==> config.mk <==
export PLATFORM = sky130hd
export DESIGN_NAME = inst_encoder
export DESIGN_NICKNAME = d
export VERILOG_FILES = /design/src/rtl/riscv_enc_pkg.sv /design/src/rtl/imm_pack.sv /design/src/rtl/inst_encoder.sv
export SDC_FILE = /design/constraint.sdc
export NUM_CORES = 1
export LEC_CHECK = 0
export ABC_AREA = 0
export BUFFER_PORTS_ARGS = -buffer_cell sky130_fd_sc_hd__buf_2
export CAP_MARGIN = 30
export CORE_MARGIN = 2
export CORE_UTILIZATION = 45
export CTS_CLUSTER_DIAMETER = 200
export DETAILED_ROUTE_END_ITERATION = 8
export PLACE_DENSITY = 0.72
export SLEW_MARGIN = 20
export SYNTH_ARGS = -nofsm -noshare
export SYNTH_HDL_FRONTEND = slang
export SYNTH_HIERARCHICAL = 1
export SYNTH_SLANG_ARGS = --single-unit
==> constraint.sdc <==
create_clock -name clk -period 9.8 [get_ports clk]
set_input_delay 1.96 -clock clk [delete_from_list [all_inputs] [get_ports clk]]
set_output_delay 1.96 -clock clk [all_outputs]
set_load 0.1 [all_outputs]
==> src/rtl/riscv_enc_pkg.sv <==
// -----------------------------------------------------------------------------
// riscv_enc_pkg
// Shared types and constants for the RV32I instruction encoder.
//   imm_src_t   : immediate/format selector (I, S, B, J, U, R; 110/111 invalid)
//   OP_*        : base opcodes of the formats the boot loader emits
//   NOP_INST    : canonical addi x0,x0,0 used for unencodable requests
//   fits_signed : true when a 32-bit value survives truncation to 'bits' bits
//                 followed by sign extension
// -----------------------------------------------------------------------------
package riscv_enc_pkg;

    typedef enum logic [2:0] {
        SRC_I = 3'b000,
        SRC_S = 3'b001,
        SRC_B = 3'b010,
        SRC_J = 3'b011,
        SRC_U = 3'b100,
        SRC_R = 3'b101
    } imm_src_t;

    localparam logic [6:0] OP_IMM    = 7'b0010011;
    localparam logic [6:0] OP_STORE  = 7'b0100011;
    localparam logic [6:0] OP_BRANCH = 7'b1100011;
    localparam logic [6:0] OP_JAL    = 7'b1101111;
    localparam logic [6:0] OP_LUI    = 7'b0110111;
    localparam logic [6:0] OP_REG    = 7'b0110011;

    localparam logic [31:0] NOP_INST = 32'h0000_0013;

    // Equivalent to "bits [31:bits-1] of v are all equal".
    function automatic logic fits_signed(input logic [31:0] v, input int unsigned bits);
        logic signed [31:0] w_ext;
        w_ext = $signed(v << (32 - bits)) >>> (32 - bits);
        return (w_ext == $signed(v));
    endfunction

endpackage

==> src/rtl/imm_pack.sv <==
// -----------------------------------------------------------------------------
// imm_pack
// Combinational packer: scatters a byte-offset immediate and the register /
// function fields into a 32-bit RV32I word (inverse of decode immediate
// extraction).
// Optional feature macro: IMM_RANGE_CHECK_EN
//   defined   -> range_err flags immediates the selected format cannot hold
//                (the word is still built from the truncated bits)
//   undefined -> range_err is constant 0
// Ports:
//   imm_src  in  3   format select (see imm_src_t); 110/111 produce NOP_INST
//   imm      in  32  two's complement immediate
//   opcode, rd, rs1, rs2, funct3, funct7 in  standard instruction fields
//   inst     out 32  encoded word
//   range_err out 1  immediate unrepresentable (valid formats only)
// -----------------------------------------------------------------------------
module imm_pack
    import riscv_enc_pkg::*;
(
    input  logic [2:0]  imm_src,
    input  logic [31:0] imm,
    input  logic [6:0]  opcode,
    input  logic [4:0]  rd,
    input  logic [4:0]  rs1,
    input  logic [4:0]  rs2,
    input  logic [2:0]  funct3,
    input  logic [6:0]  funct7,
    output logic [31:0] inst,
    output logic        range_err
);

    always_comb begin
        inst = NOP_INST;
        case (imm_src)
            SRC_I: inst = {imm[11:0], rs1, funct3, rd, opcode};
            SRC_S: inst = {imm[11:5], rs2, rs1, funct3, imm[4:0], opcode};
            SRC_B: inst = {imm[12], imm[10:5], rs2, rs1, funct3, imm[4:1], imm[11], opcode};
            SRC_J: inst = {imm[20], imm[10:1], imm[11], imm[19:12], rd, opcode};
            SRC_U: inst = {imm[31:12], rd, opcode};
            SRC_R: inst = {funct7, rs2, rs1, funct3, rd, opcode};
            default: inst = NOP_INST;
        endcase
    end

`ifdef IMM_RANGE_CHECK_EN
    // B and J offsets are halfword multiples: a set bit 0 would be silently lost.
    always_comb begin
        range_err = 1'b0;
        case (imm_src)
            SRC_I, SRC_S: range_err = !fits_signed(imm, 12);
            SRC_B:        range_err = !fits_signed(imm, 13) || imm[0];
            SRC_J:        range_err = !fits_signed(imm, 21) || imm[0];
            SRC_U:        range_err = (imm[11:0] != 12'h000);
            default:      range_err = 1'b0;
        endcase
    end
`else
    assign range_err = 1'b0;
`endif

endmodule

==> src/rtl/inst_encoder.sv <==
// -----------------------------------------------------------------------------
// inst_encoder
// Builds RV32I instruction words for the UART boot loader and tags each with
// its instruction-memory byte address. One registered output stage with a
// valid/ready handshake; full throughput (no bubble on simultaneous
// hand-off and accept).
// Optional feature macro: IMM_RANGE_CHECK_EN (immediate range flagging, see
// imm_pack). Invalid imm_src is flagged in every build.
// Ports:
//   clk, reset       clock, asynchronous active-high reset
//   clear            sync: out_addr <= BASE_ADDR, counters <= 0
//   in_valid/in_ready  field bundle handshake
//   imm_src, opcode, rd, rs1, rs2, funct3, funct7, imm   field bundle
//   out_valid/out_ready output word handshake
//   out_inst, out_addr, out_err   word, its byte address, error flag
//   word_count, err_count         saturating hand-off counters
// -----------------------------------------------------------------------------
module inst_encoder
    import riscv_enc_pkg::*;
#(
    parameter int                ADDR_W    = 32,
    parameter logic [ADDR_W-1:0] BASE_ADDR = '0,
    parameter int                CNT_W     = 16
) (
    input  logic              clk,
    input  logic              reset,
    input  logic              clear,
    input  logic              in_valid,
    output logic              in_ready,
    input  logic [2:0]        imm_src,
    input  logic [6:0]        opcode,
    input  logic [4:0]        rd,
    input  logic [4:0]        rs1,
    input  logic [4:0]        rs2,
    input  logic [2:0]        funct3,
    input  logic [6:0]        funct7,
    input  logic [31:0]       imm,
    output logic              out_valid,
    input  logic              out_ready,
    output logic [31:0]       out_inst,
    output logic [ADDR_W-1:0] out_addr,
    output logic              out_err,
    output logic [CNT_W-1:0]  word_count,
    output logic [CNT_W-1:0]  err_count
);

    logic [31:0]       w_inst;
    logic              w_range_err;
    logic              w_src_err;
    logic              w_accept;
    logic              w_handoff;

    logic              r_valid;
    logic [31:0]       r_inst;
    logic              r_err;
    logic [ADDR_W-1:0] r_addr;
    logic [CNT_W-1:0]  r_word_cnt;
    logic [CNT_W-1:0]  r_err_cnt;

    imm_pack u_imm_pack (
        .imm_src   (imm_src),
        .imm       (imm),
        .opcode    (opcode),
        .rd        (rd),
        .rs1       (rs1),
        .rs2       (rs2),
        .funct3    (funct3),
        .funct7    (funct7),
        .inst      (w_inst),
        .range_err (w_range_err)
    );

    assign w_src_err = (imm_src > SRC_R);
    assign in_ready  = !r_valid || out_ready;
    assign w_accept  = in_valid && in_ready;
    assign w_handoff = r_valid && out_ready;

    // Output word register. Loading only on accept keeps the word stable while
    // the consumer stalls, and an accept in the hand-off cycle refills with no gap.
    always_ff @(posedge clk or posedge reset) begin
        if (reset) begin
            r_valid <= 1'b0;
            r_inst  <= '0;
            r_err   <= 1'b0;
        end else if (w_accept) begin
            r_valid <= 1'b1;
            r_inst  <= w_inst;
            r_err   <= w_src_err || w_range_err;
        end else if (w_handoff) begin
            r_valid <= 1'b0;
        end
    end

    // Address and counters advance on hand-off; clear takes priority so a
    // clear in a hand-off cycle leaves everything at its start value.
    always_ff @(posedge clk or posedge reset) begin
        if (reset) begin
            r_addr     <= BASE_ADDR;
            r_word_cnt <= '0;
            r_err_cnt  <= '0;
        end else if (clear) begin
            r_addr     <= BASE_ADDR;
            r_word_cnt <= '0;
            r_err_cnt  <= '0;
        end else if (w_handoff) begin
            r_addr <= r_addr + ADDR_W'(4);
            if (r_word_cnt != '1) begin
                r_word_cnt <= r_word_cnt + 1'b1;
            end
            if (r_err && (r_err_cnt != '1)) begin
                r_err_cnt <= r_err_cnt + 1'b1;
            end
        end
    end

    assign out_valid  = r_valid;
    assign out_inst   = r_inst;
    assign out_addr   = r_addr;
    assign out_err    = r_err;
    assign word_count = r_word_cnt;
    assign err_count  = r_err_cnt;

endmodule

* Word level (Yosys, flattened, before mapping)
Index checks and enable logic that the tools add are counted.
Cells by class: multiplexer cells 11, reduce and logical (&&, ||, !) cells 12, eq/ne operators 7, $add $sub $neg 3, order comparisons 1
Operator list (number):
- one-hot mux 32 bit (6 select lines) | 1
- 2-to-1 mux 16 bit | 6
- 2-to-1 mux 32 bit | 2
- adder 16 x 1 -> 16 bit, second input constant | 2
- adder 32 x 3 -> 32 bit, second input constant | 1
- inequality test 16 bit, second input constant | 2
- nonzero test 2 bit | 4
- == test 3 x 2 -> 1 bit, second input constant | 2
- == test 3 bit, second input constant | 2
- AND reduction 2 bit | 2
- == test 3 x 1 -> 1 bit, second input constant | 1
- greater-than comparator 3 bit, second input constant | 1
- logical AND 1 bit | 3
- logical NOT 3 bit | 1
- 2-to-1 mux 1 bit | 2
- logical NOT 1 bit | 1
- logical OR 1 bit | 1
Storage, ports and cells: word-level logic and storage cells 40, flip-flop bits (word level) 98, input port bits 72, output and inout bits 99

* Logic depth before layout (Yosys ltp)
Gate-level depths: netlist (run 1).
depth after elaboration 5, depth in mapped cells 7

* Modules after synthesis
Netlist (run 1), hierarchy kept.
By module, submodules not included:
- inst_encoder | cells each 411, area an instance 4539.4 sq um, sequential area each 2402.3 sq um, times used 1
- imm_pack | cells each 134, area an instance 954.7 sq um, sequential area each 0.0 sq um, times used 1

* Worst setup path after synthesis (run 1)
OpenSTA, ideal clock, no wires.
path type input -> output, from input out_ready, to output in_ready, setup slack 5.095 ns, cell stages on the path 1, data required time 7.840 ns, arrival time 2.745 ns, buffers on the path 0, cells stage by stage nand2b_1
On the way: cells in the longest elaborated chain, start to end 1
Ends and longest elaborated chain:
- from (decl) | RTL line inst_encoder.sv:39 | input logic out_ready,
- logical OR 1 bit | RTL line inst_encoder.sv:74 | assign in_ready = !r_valid || out_ready;
- to (decl) | RTL line inst_encoder.sv:29 | output logic in_ready,
Every way passes these cells.

* Worst setup path after layout (run 1)
Same ends and word-level chain as after synthesis.

==> impl_metrics.csv, run 1 <==
group,metric,value,unit
synth,ys_ff_latch,96,
finish,fill_cells,1073,
synth,syn-mean-instance-area,10.1,um2
worst_setup_path,critPathKind,"in2out",
clocking,cts_resized,0,
placement,placed_area,6360,um2
grt,grt_pass1_wl,21.8,mm
synth,synth_edf_count,0,
synth,synthesis.area,5490,um2
hold_path,hp-start,"out_inst[8]",
sta,rsz0062_at_grt,"no",
floorplan,die_h,114,um
clocking,cts_sinks,96,
clocking,clkLatencyLatePin,0.34,ns
finish,fin_area,6690,um2
finish,seq_area,2400,um2
route,drt_iter0_drc,285,
finish,multi_input_area,2840,um2
sta,final-hold-violation-count,0,
route,drtPass1Iterations,4,
floorplan,die-area,13100,um2
synth,netlist_instances,545,
job,maxCapViolCount,0,
finish,mostFrequentLayoutCell,"buf_2",
placement,gp_congestion,0.867,
sta,fin_skew,0.00762,ns
pwr,powerDensity,169,nW/um2
sta,min_period,4.68,ns
clocking,cts_hold_buf,0,
finish,fin_nets,773,
placement,port_buffers,168,
route,route.detailed.drc,0,
sta,period_share,47.8,%
synth,ys_types,60,
run_status,run_status,"complete, no violations",
grt,grt-ovfl-total,0,
clocking,tritoncts,"built",
floorplan,io_pins,171,
floorplan,coreArea,12000,um2
clocking,postCtsSetupRepairBufs,0,
worst_setup_path,worstPathArrival,2.72,ns
hold_path,hold_end,"out_inst[8]",
finish,final_cells,850,
finish,layout-drive-gt1-share,35.0,%
floorplan,die_w,114,um
grt,antenna_found_initial,0,
grt,groute.usage.overall,20.7,%
route,wl_per_cell,15.9,um
worst_setup_path,r2r_end,"err_count[15]",
worst_setup_path,r2r_slack,7.81,ns
pwr,cellLeakagePower,3.25,nW
route,vias,4619,
placement,dpl.hpwl,9.64,mm
worst_setup_path,reg2regPathDepth,5,
synth,ys_seq_area_share,43.7,%
worst_setup_path,start_kind,"input pin",
synth,yosys_warnings,6,
finish,syn2layout_area_growth,21.7,%
finish,diodes,0,
clocking,cts_buffer_depth,2,
worst_setup_path,path_max_fanout,7,
floorplan,start_util,45.9,%
worst_setup_path,critPathRequiredTime,7.84,ns
clocking,root_buffer,"clkbuf_16",
hold_path,whs_path_depth,1,
finish,final_cell_mix,"buf_2 (168), dfrtp_1 (96), nor2_1 (54)",
route,via_per_inst,5.43,
route,antenna_left,0,
sta,setup_tns,0,ns
floorplan,rows,40,
placement,place_inst,833,
sta,relSlewSlack,55.8,%
clocking,path_clk_slew,0.07,ns
placement,place_ws,5.12,ns
worst_setup_path,endpoint_kind,"output pin",
worst_setup_path,r2r_start,"out_valid",
sta,worst_pin_slew,0.663,ns
synth,async_flop_share,100,%
hold_path,hp-class,"reg2reg",
grt,grt_pass1_vias,4526,
sta,worst_slack,5.12,ns
synth,synth_ff_type,"dfrtp_1",
sta,max_freq,214,MHz
clocking,cts_max_level,3,
grt,grt_max_degree,53,
pwr,ir_drop,0.000127,V
sta,slew_violations,0,
route,drt-total-wl,13.5,mm
sta,finalSetupViolCount,0,
clocking,cts_made_buffers,9,
==> through the flow <==
stage | hold WS [ns] | utilization [%] | power, W
floorplan | 0.978 | - | 0.000714
global placement | 0.484 | 53.0 | 0.000770
detailed placement | 0.489 | 53.2 | 0.000776
CTS | 0.505 | 55.7 | 0.00114
global route | 0.520 | 55.9 | 0.00117
finish | 0.501 | 55.9 | 0.00113
==> metal layers <==
| layer | wire length (um) | GRT usage (%) |
|---|---|---|
| met1 | 5640 | 25.8 |
| met2 | 6630 | 34.5 |
| met3 | 1010 | 5.88 |
| met4 | 221 | 7.07 |
| met5 | 0 | 0 |
==> sequential cells by signal, summed over array words and instances (netlist names) <==
signal,flops
out_inst,32
out_err,1
word_count,16
out_valid,1
out_addr,30
err_count,16
==> cell usage after synthesis, types with 3 or more instances <==
master,instances,area [um2]
a21oi_1,29,145
a22oi_1,9,67.6
a22oi_2,4,50.1
and2_1,10,62.6
and3_1,11,68.8
and4_1,7,61.3
buf_2,9,45.0
buf_4,5,37.5
clkbuf_1,11,41.3
dfrtp_1,96,2400
ha_1,3,37.5
inv_1,13,48.8
mux2_2,34,383
mux2i_1,11,110
nand2_1,33,124
nand2b_1,12,75.1
nand3_1,21,105
nand3b_1,6,45.0
nand4_1,14,87.6
nor2_1,54,203
nor2b_1,16,100
nor3_1,11,55.1
nor4_1,4,25.0
o21ai_0,4,20.0
o221ai_1,5,43.8
o22ai_1,14,87.6
o32ai_2,4,65.1
xnor2_1,24,210
xor2_1,28,245
==> critical path, stage by stage <==
cell      delay (ns)
buf_2           0.15
nand2b_1        0.16
buf_2           0.45
==> power by group <==
| group | internal (W) | total [W] | switching, W |
|---|---|---|---|
| clock | 0.000206 | 0.000361 | 0.000155 |
| sequential | 0.000421 | 0.000437 | 0.0000157 |
| combinational | 0.0000684 | 0.000332 | 0.000263 |
| total | 0.000696 | 0.00113 | 0.000434 |
==> worst max-delay path by stage <==
| stage | startpoint | to | slack, ns | cells past startpoint |
|---|---|---|---|---|
| after CTS | out_ready | in_ready | 5.12 | 3 |
| after global placement | out_ready | in_ready | 5.12 | 3 |
| after detailed placement | out_ready | in_ready | 5.12 | 3 |
| after global routing | out_ready | in_ready | 5.08 | 3 |
| after floorplan | out_ready | in_ready | 5.09 | 1 |
| final | out_ready | in_ready | 5.12 | 3 |
==> cell type report <==
cell class              instances  share of cell area, %
clock inverters                 6                  0.992
multi-input cells             406                   42.5
flip-flops and latches         96                   35.9
clock buffers                  10                   3.57
well taps                     147                   2.75
repair buffers                172                   13.5
inverters                      13                  0.767
==> cell families after synthesis <==
group	count (synthesis)	synth area share [%]
buffers and inverters	44	4.62
muxes	45	8.97
DFF	96	43.7
xor gates and xnor gates	52	8.29
AOI/OAI and AO/OA	76	9.70
adders and majority gates	3	0.683
other	2	0.137
and+or+nand+nor	227	23.9
Note: power is estimated with default switching activity, not from simulation.
==> run 2, diff against run 1 <==
--- a/config.mk
+++ b/config.mk
@@ -12,7 +12,7 @@
 export CORE_UTILIZATION = 45
 export CTS_CLUSTER_DIAMETER = 200
 export DETAILED_ROUTE_END_ITERATION = 8
-export PLACE_DENSITY = 0.72
+export PLACE_DENSITY = 0.74
 export SLEW_MARGIN = 20
 export SYNTH_ARGS = -nofsm -noshare
 export SYNTH_HDL_FRONTEND = slang
==> constraint.sdc (replaced) <==
create_clock -name clk -period 3.85 [get_ports clk]
set_input_delay 0.77 -clock clk [delete_from_list [all_inputs] [get_ports clk]]
set_output_delay 0.77 -clock clk [all_outputs]
set_load 0.1 [all_outputs]
==> impl_metrics.csv, run 2 (synthesis results as in run 1) <==
group,metric,value,unit
route,wl_per_cell,15.9,um
floorplan,die_w,114,um
clocking,cts_max_level,3,
floorplan,coreArea,12000,um2
worst_setup_path,cpPeakStageDelay,0.44,ns
route,vias,4748,
finish,final_cells,851,
clocking,cts_sinks,96,
clocking,postCtsSetupRepairBufs,0,
placement,gp_congestion,0.855,
worst_setup_path,cp_top_family,"buffers and inverters",
pwr,cellLeakagePower,3.25,nW
sta,rsz0062_at_grt,"no",
grt,antenna_found_initial,0,
finish,fin_nets,775,
sta,period_share,60.0,%
floorplan,start_util,45.9,%
clocking,cts_resized,0,
route,via_per_inst,5.58,
placement,port_buffers,168,
finish,diodes,0,
sta,fin_skew,0.00496,ns
route,drtPass1Iterations,4,
finish,syn2layout_area_growth,21.8,%
worst_setup_path,crit_top_cell,"buf_2",
finish,largest_reg_flops,32,
finish,layout-drive-gt1-share,34.8,%
finish,mostFrequentLayoutCell,"buf_2",
clocking,cts_made_buffers,9,
sta,setup_tns,0,ns
run_status,run_status,"complete, no violations",
sta,max_freq,433,MHz
clocking,cts_hold_buf,0,
finish,final_cell_mix,"buf_2 (168), dfrtp_1 (96), nor2_1 (54)",
route,drt-total-wl,13.5,mm
grt,grt_pass1_wl,22.0,mm
floorplan,io_pins,171,
finish,fin_area,6690,um2
clocking,root_buffer,"clkbuf_16",
worst_setup_path,cpMaxStageDelayCell,"buf_2",
placement,place_inst,836,
grt,grt_pass1_vias,4600,
sta,finalSetupViolCount,0,
worst_setup_path,critPathKind,"in2out",
worst_setup_path,worstPathArrival,1.54,ns
sta,worst_pin_slew,0.686,ns
clocking,tritoncts,"built",
worst_setup_path,path_cells,"buf_2 > nand2b_1 > buf_2",
sta,slew_violations,0,
job,maxCapViolCount,0,
clocking,clkLatencyLatePin,0.34,ns
worst_setup_path,start_kind,"input pin",
floorplan,die-area,13100,um2
placement,dpl.hpwl,10.0,mm
hold_path,hp-class,"in2async",
clocking,path_clk_slew,0.06,ns
grt,groute.usage.overall,21.0,%
route,antenna_left,0,
worst_setup_path,critPathRequiredTime,3.08,ns
floorplan,rows,40,
sta,min_period,2.31,ns
worst_setup_path,path_max_fanout,7,
route,drt_iter0_drc,211,
pwr,ir_drop,0.000255,V
grt,grt-ovfl-total,0,
worst_setup_path,crit_buf_inv,2,
sta,final-hold-violation-count,0,
sta,relSlewSlack,54.2,%
route,route.detailed.drc,0,
worst_setup_path,r2r_slack,1.84,ns
worst_setup_path,endpoint_kind,"output pin",
placement,placed_area,6400,um2
grt,grt_max_degree,53,
floorplan,die_h,114,um
clocking,cts_buffer_depth,2,
pwr,powerDensity,426,nW/um2
[run 2: cell count changes in the layout (fill, tap and decap cells not counted)]
cell,delta
clkinv_4,-2
clkbuf_1,+2
buf_16,+1
buf_4,+2
clkinv_2,-1
buf_12,-1
clkinvlp_4,+1
inv_6,-1
[run 2: path summary, 6_finish.rpt]
kind | from | to | depth (start not counted)
worst max-delay path | out_ready | in_ready | 3
worst min-delay path | reset | out_addr[25] | 2
worst max register to register | out_valid | err_count[15] | 5
worst min register to register | out_inst[3] | out_inst[3] | 1
max in group asynchronous | reset | out_inst[8] | 4
min in group clk | out_inst[3] | out_inst[3] | 1
[run 2: cell type report]
type | instances | area [um2]
inverters | 13 | 51.3
fillers | 1049 | 5270
clock buffers | 12 | 246
flip-flops and latches | 96 | 2400
clock inverters | 3 | 42.5
multi-input cells | 406 | 2840
well taps | 147 | 184
repair buffers | 174 | 926
[run 2: metrics by stage]
step | total power [W] | hold WS, ns | setup slack (ns) | utilization, %
2_1_floorplan | 0.00182 | 0.878 | 0.575 | -
3_3_place_gp | 0.00196 | 0.483 | 1.50 | 53.1
3_5_place_dp | 0.00198 | 0.488 | 1.44 | 53.5
4_1_cts | 0.00288 | 0.418 | 1.55 | 56.0
5_1_grt | 0.00295 | 0.432 | 1.51 | 56.0
6_report | 0.00285 | 0.418 | 1.54 | 56.0
[run 2: report_power, final]
part	internal (W)	switching, W	total (W)
logic	0.000176	0.000672	0.000849
clock network	0.000517	0.000374	0.000891
registers	0.00107	0.0000398	0.00111
[run 2: metal layers]
layer | routed length [um] | up-vias | track usage [%] | share of wire, %
met2 | 6630 | 189 | 36.2 | 49
met3 | 999 | 23 | 4.82 | 7.4
met4 | 230 | 0 | 7.80 | 1.7
met1 | 5690 | 2300 | 25.5 | 42
met5 | 0 | - | 0 | 0
li1 | - | 2236 | - | -
[run 2: worst register-to-register path, cell delays in order (launching register included)]
cell     delay, ns
dfrtp_1       0.49
nand3_1       0.43
nor4_2        0.57
nand4_1       0.17
xor2_1        0.16
nor2_1        0.06
==> run 3, diff against run 2 <==
--- a/config.mk
+++ b/config.mk
@@ -12,7 +12,7 @@
 export CORE_UTILIZATION = 45
 export CTS_CLUSTER_DIAMETER = 200
 export DETAILED_ROUTE_END_ITERATION = 8
-export PLACE_DENSITY = 0.74
+export PLACE_DENSITY = 0.72
 export SLEW_MARGIN = 20
 export SYNTH_ARGS = -nofsm -noshare
 export SYNTH_HDL_FRONTEND = slang
==> constraint.sdc (replaced) <==
create_clock -name clk -period 2.4 [get_ports clk]
set_input_delay 0.48 -clock clk [delete_from_list [all_inputs] [get_ports clk]]
set_output_delay 0.48 -clock clk [all_outputs]
set_load 0.1 [all_outputs]
==> impl_metrics.csv, run 3 (synthesis results as in run 1) <==
group,metric,value,unit
route,wl_per_cell,15.8,um
worst_setup_path,r2r_start,"err_count[0]",
finish,multi_input_area,2840,um2
floorplan,die_w,114,um
sta,max_freq,534,MHz
grt,groute.usage.overall,20.9,%
grt,antenna_found_initial,0,
finish,mostFrequentLayoutCell,"buf_2",
clocking,cts_sinks,96,
placement,gp_congestion,0.810,
floorplan,die-area,13100,um2
clocking,path_clk_slew,0.06,ns
pwr,powerDensity,673,nW/um2
floorplan,die_h,114,um
worst_setup_path,critPathRequiredTime,2.60,ns
finish,seq_area,2400,um2
route,route.detailed.drc,0,
sta,min_period,1.87,ns
route,drt_iter0_drc,270,
hold_path,hp-class,"in2async",
sta,fin_skew,0.00611,ns
clocking,postCtsSetupRepairBufs,0,
sta,worst_pin_slew,0.620,ns
route,drt-total-wl,13.5,mm
job,maxCapViolCount,0,
grt,grt_pass1_vias,4481,
finish,fin_nets,777,
sta,relSlewSlack,58.6,%
route,drtPass1Iterations,4,
route,antenna_left,0,
floorplan,coreArea,12000,um2
route,via_per_inst,5.48,
finish,layout-drive-gt1-share,35.4,%
worst_setup_path,critPathKind,"reg2reg",
worst_setup_path,crit_start,"err_count[0]",
worst_setup_path,worstPathArrival,2.07,ns
sta,final-hold-violation-count,0,
floorplan,start_util,45.9,%
clocking,cts_hold_buf,0,
clocking,cts_max_level,3,
clocking,cts_resized,0,
floorplan,rows,40,
clocking,tritoncts,"built",
grt,grt_pass1_wl,21.9,mm
placement,dpl.hpwl,9.81,mm
placement,port_buffers,168,
clocking,clkLatencyLatePin,0.34,ns
finish,final_cell_mix,"buf_2 (168), dfrtp_1 (95), nor2_1 (54)",
finish,syn2layout_area_growth,21.4,%
worst_setup_path,start_kind,"flip-flop",
sta,whs,0.282,ns
sta,rsz0062_at_grt,"no",
clocking,cts_buffer_depth,2,
clocking,cts_made_buffers,9,
sta,setup_tns,0,ns
grt,grt_max_degree,97,
sta,finalSetupViolCount,0,
worst_setup_path,endpoint_kind,"flip-flop",
finish,fill_cells,1038,
sta,slew_violations,0,
grt,grt-ovfl-total,0,
worst_setup_path,path_max_fanout,9,
route,vias,4674,
worst_setup_path,reg2regPathDepth,6,
finish,diodes,0,
floorplan,io_pins,171,
sta,period_share,78.0,%
pwr,cellLeakagePower,3.24,nW
finish,largest_reg_flops,32,
run_status,run_status,"complete, no violations",
clocking,root_buffer,"clkbuf_16",
pwr,ir_drop,0.000412,V
-- run 3: cell count changes in the layout (fill, tap and decap cells not counted), sizes merged --
| cell | before | now |
|---|---|---|
| bufinv | 1 | 0 |
| inv | 13 | 12 |
| buf | 174 | 176 |
| clkinv | 1 | 2 |
| clkinvlp | 1 | 2 |
-- run 3: worst max-delay path: stages (launching register included) --
cell and delay [ns]:
dfrtp_1 0.44, ha_1 0.26, and4_1 0.25, and4_1 0.27, nor3b_1 0.31, xnor2_1 0.16
nor2_1 0.05
-- run 3: cell type report --
class / instances / share of cell area, %
inverters: 13 / 0.788
flip-flops and latches: 96 / 36.0
clock buffers: 12 / 3.84
multi-input cells: 406 / 42.6
repair buffers: 176 / 13.7
clock inverters: 3 / 0.263
well taps: 147 / 2.76
-- run 3: worst paths after layout --
kind	endpoint	slack [ns]
setup / recovery	err_count[2]	0.53
hold / removal	out_inst[8]	0.28
setup reg to reg	err_count[2]	0.53
hold reg to reg	out_inst[25]	0.50
max in group asynchronous	out_valid	1.73
min in group clk	out_valid	0.35
-- run 3: report_power, final --
part           total [W]  switching [W]  leakage (nW)  internal (W)
logic            0.00136        0.00108          1.82      0.000281
clock network    0.00135       0.000597         0.134      0.000750
registers        0.00179      0.0000651          1.28       0.00172
-- run 3: through the flow --
| stage | worst slack (ns) | cell area, um2 | total power (W) | util (%) | std cells |
|---|---|---|---|---|---|
| after global placement | 0.511 | 6400 | 0.00316 | 53.5 | 838 |
| after floorplan | 0.0692 | 5510 | 0.00291 | - | 546 |
| final | 0.527 | 6670 | 0.00449 | 55.8 | 853 |
| after detailed placement | 0.447 | 6400 | 0.00318 | 53.5 | 838 |
| after global routing | 0.367 | 6670 | 0.00466 | 55.8 | 853 |
| after CTS | 0.530 | 6670 | 0.00454 | 55.8 | 853 |
-- run 3: layer usage --
layer	share of wire, %	GRT usage [%]
met1	43	26.8
met2	48	34.3
met3	7.0	5.51
met4	1.5	7.24
met5	0	0
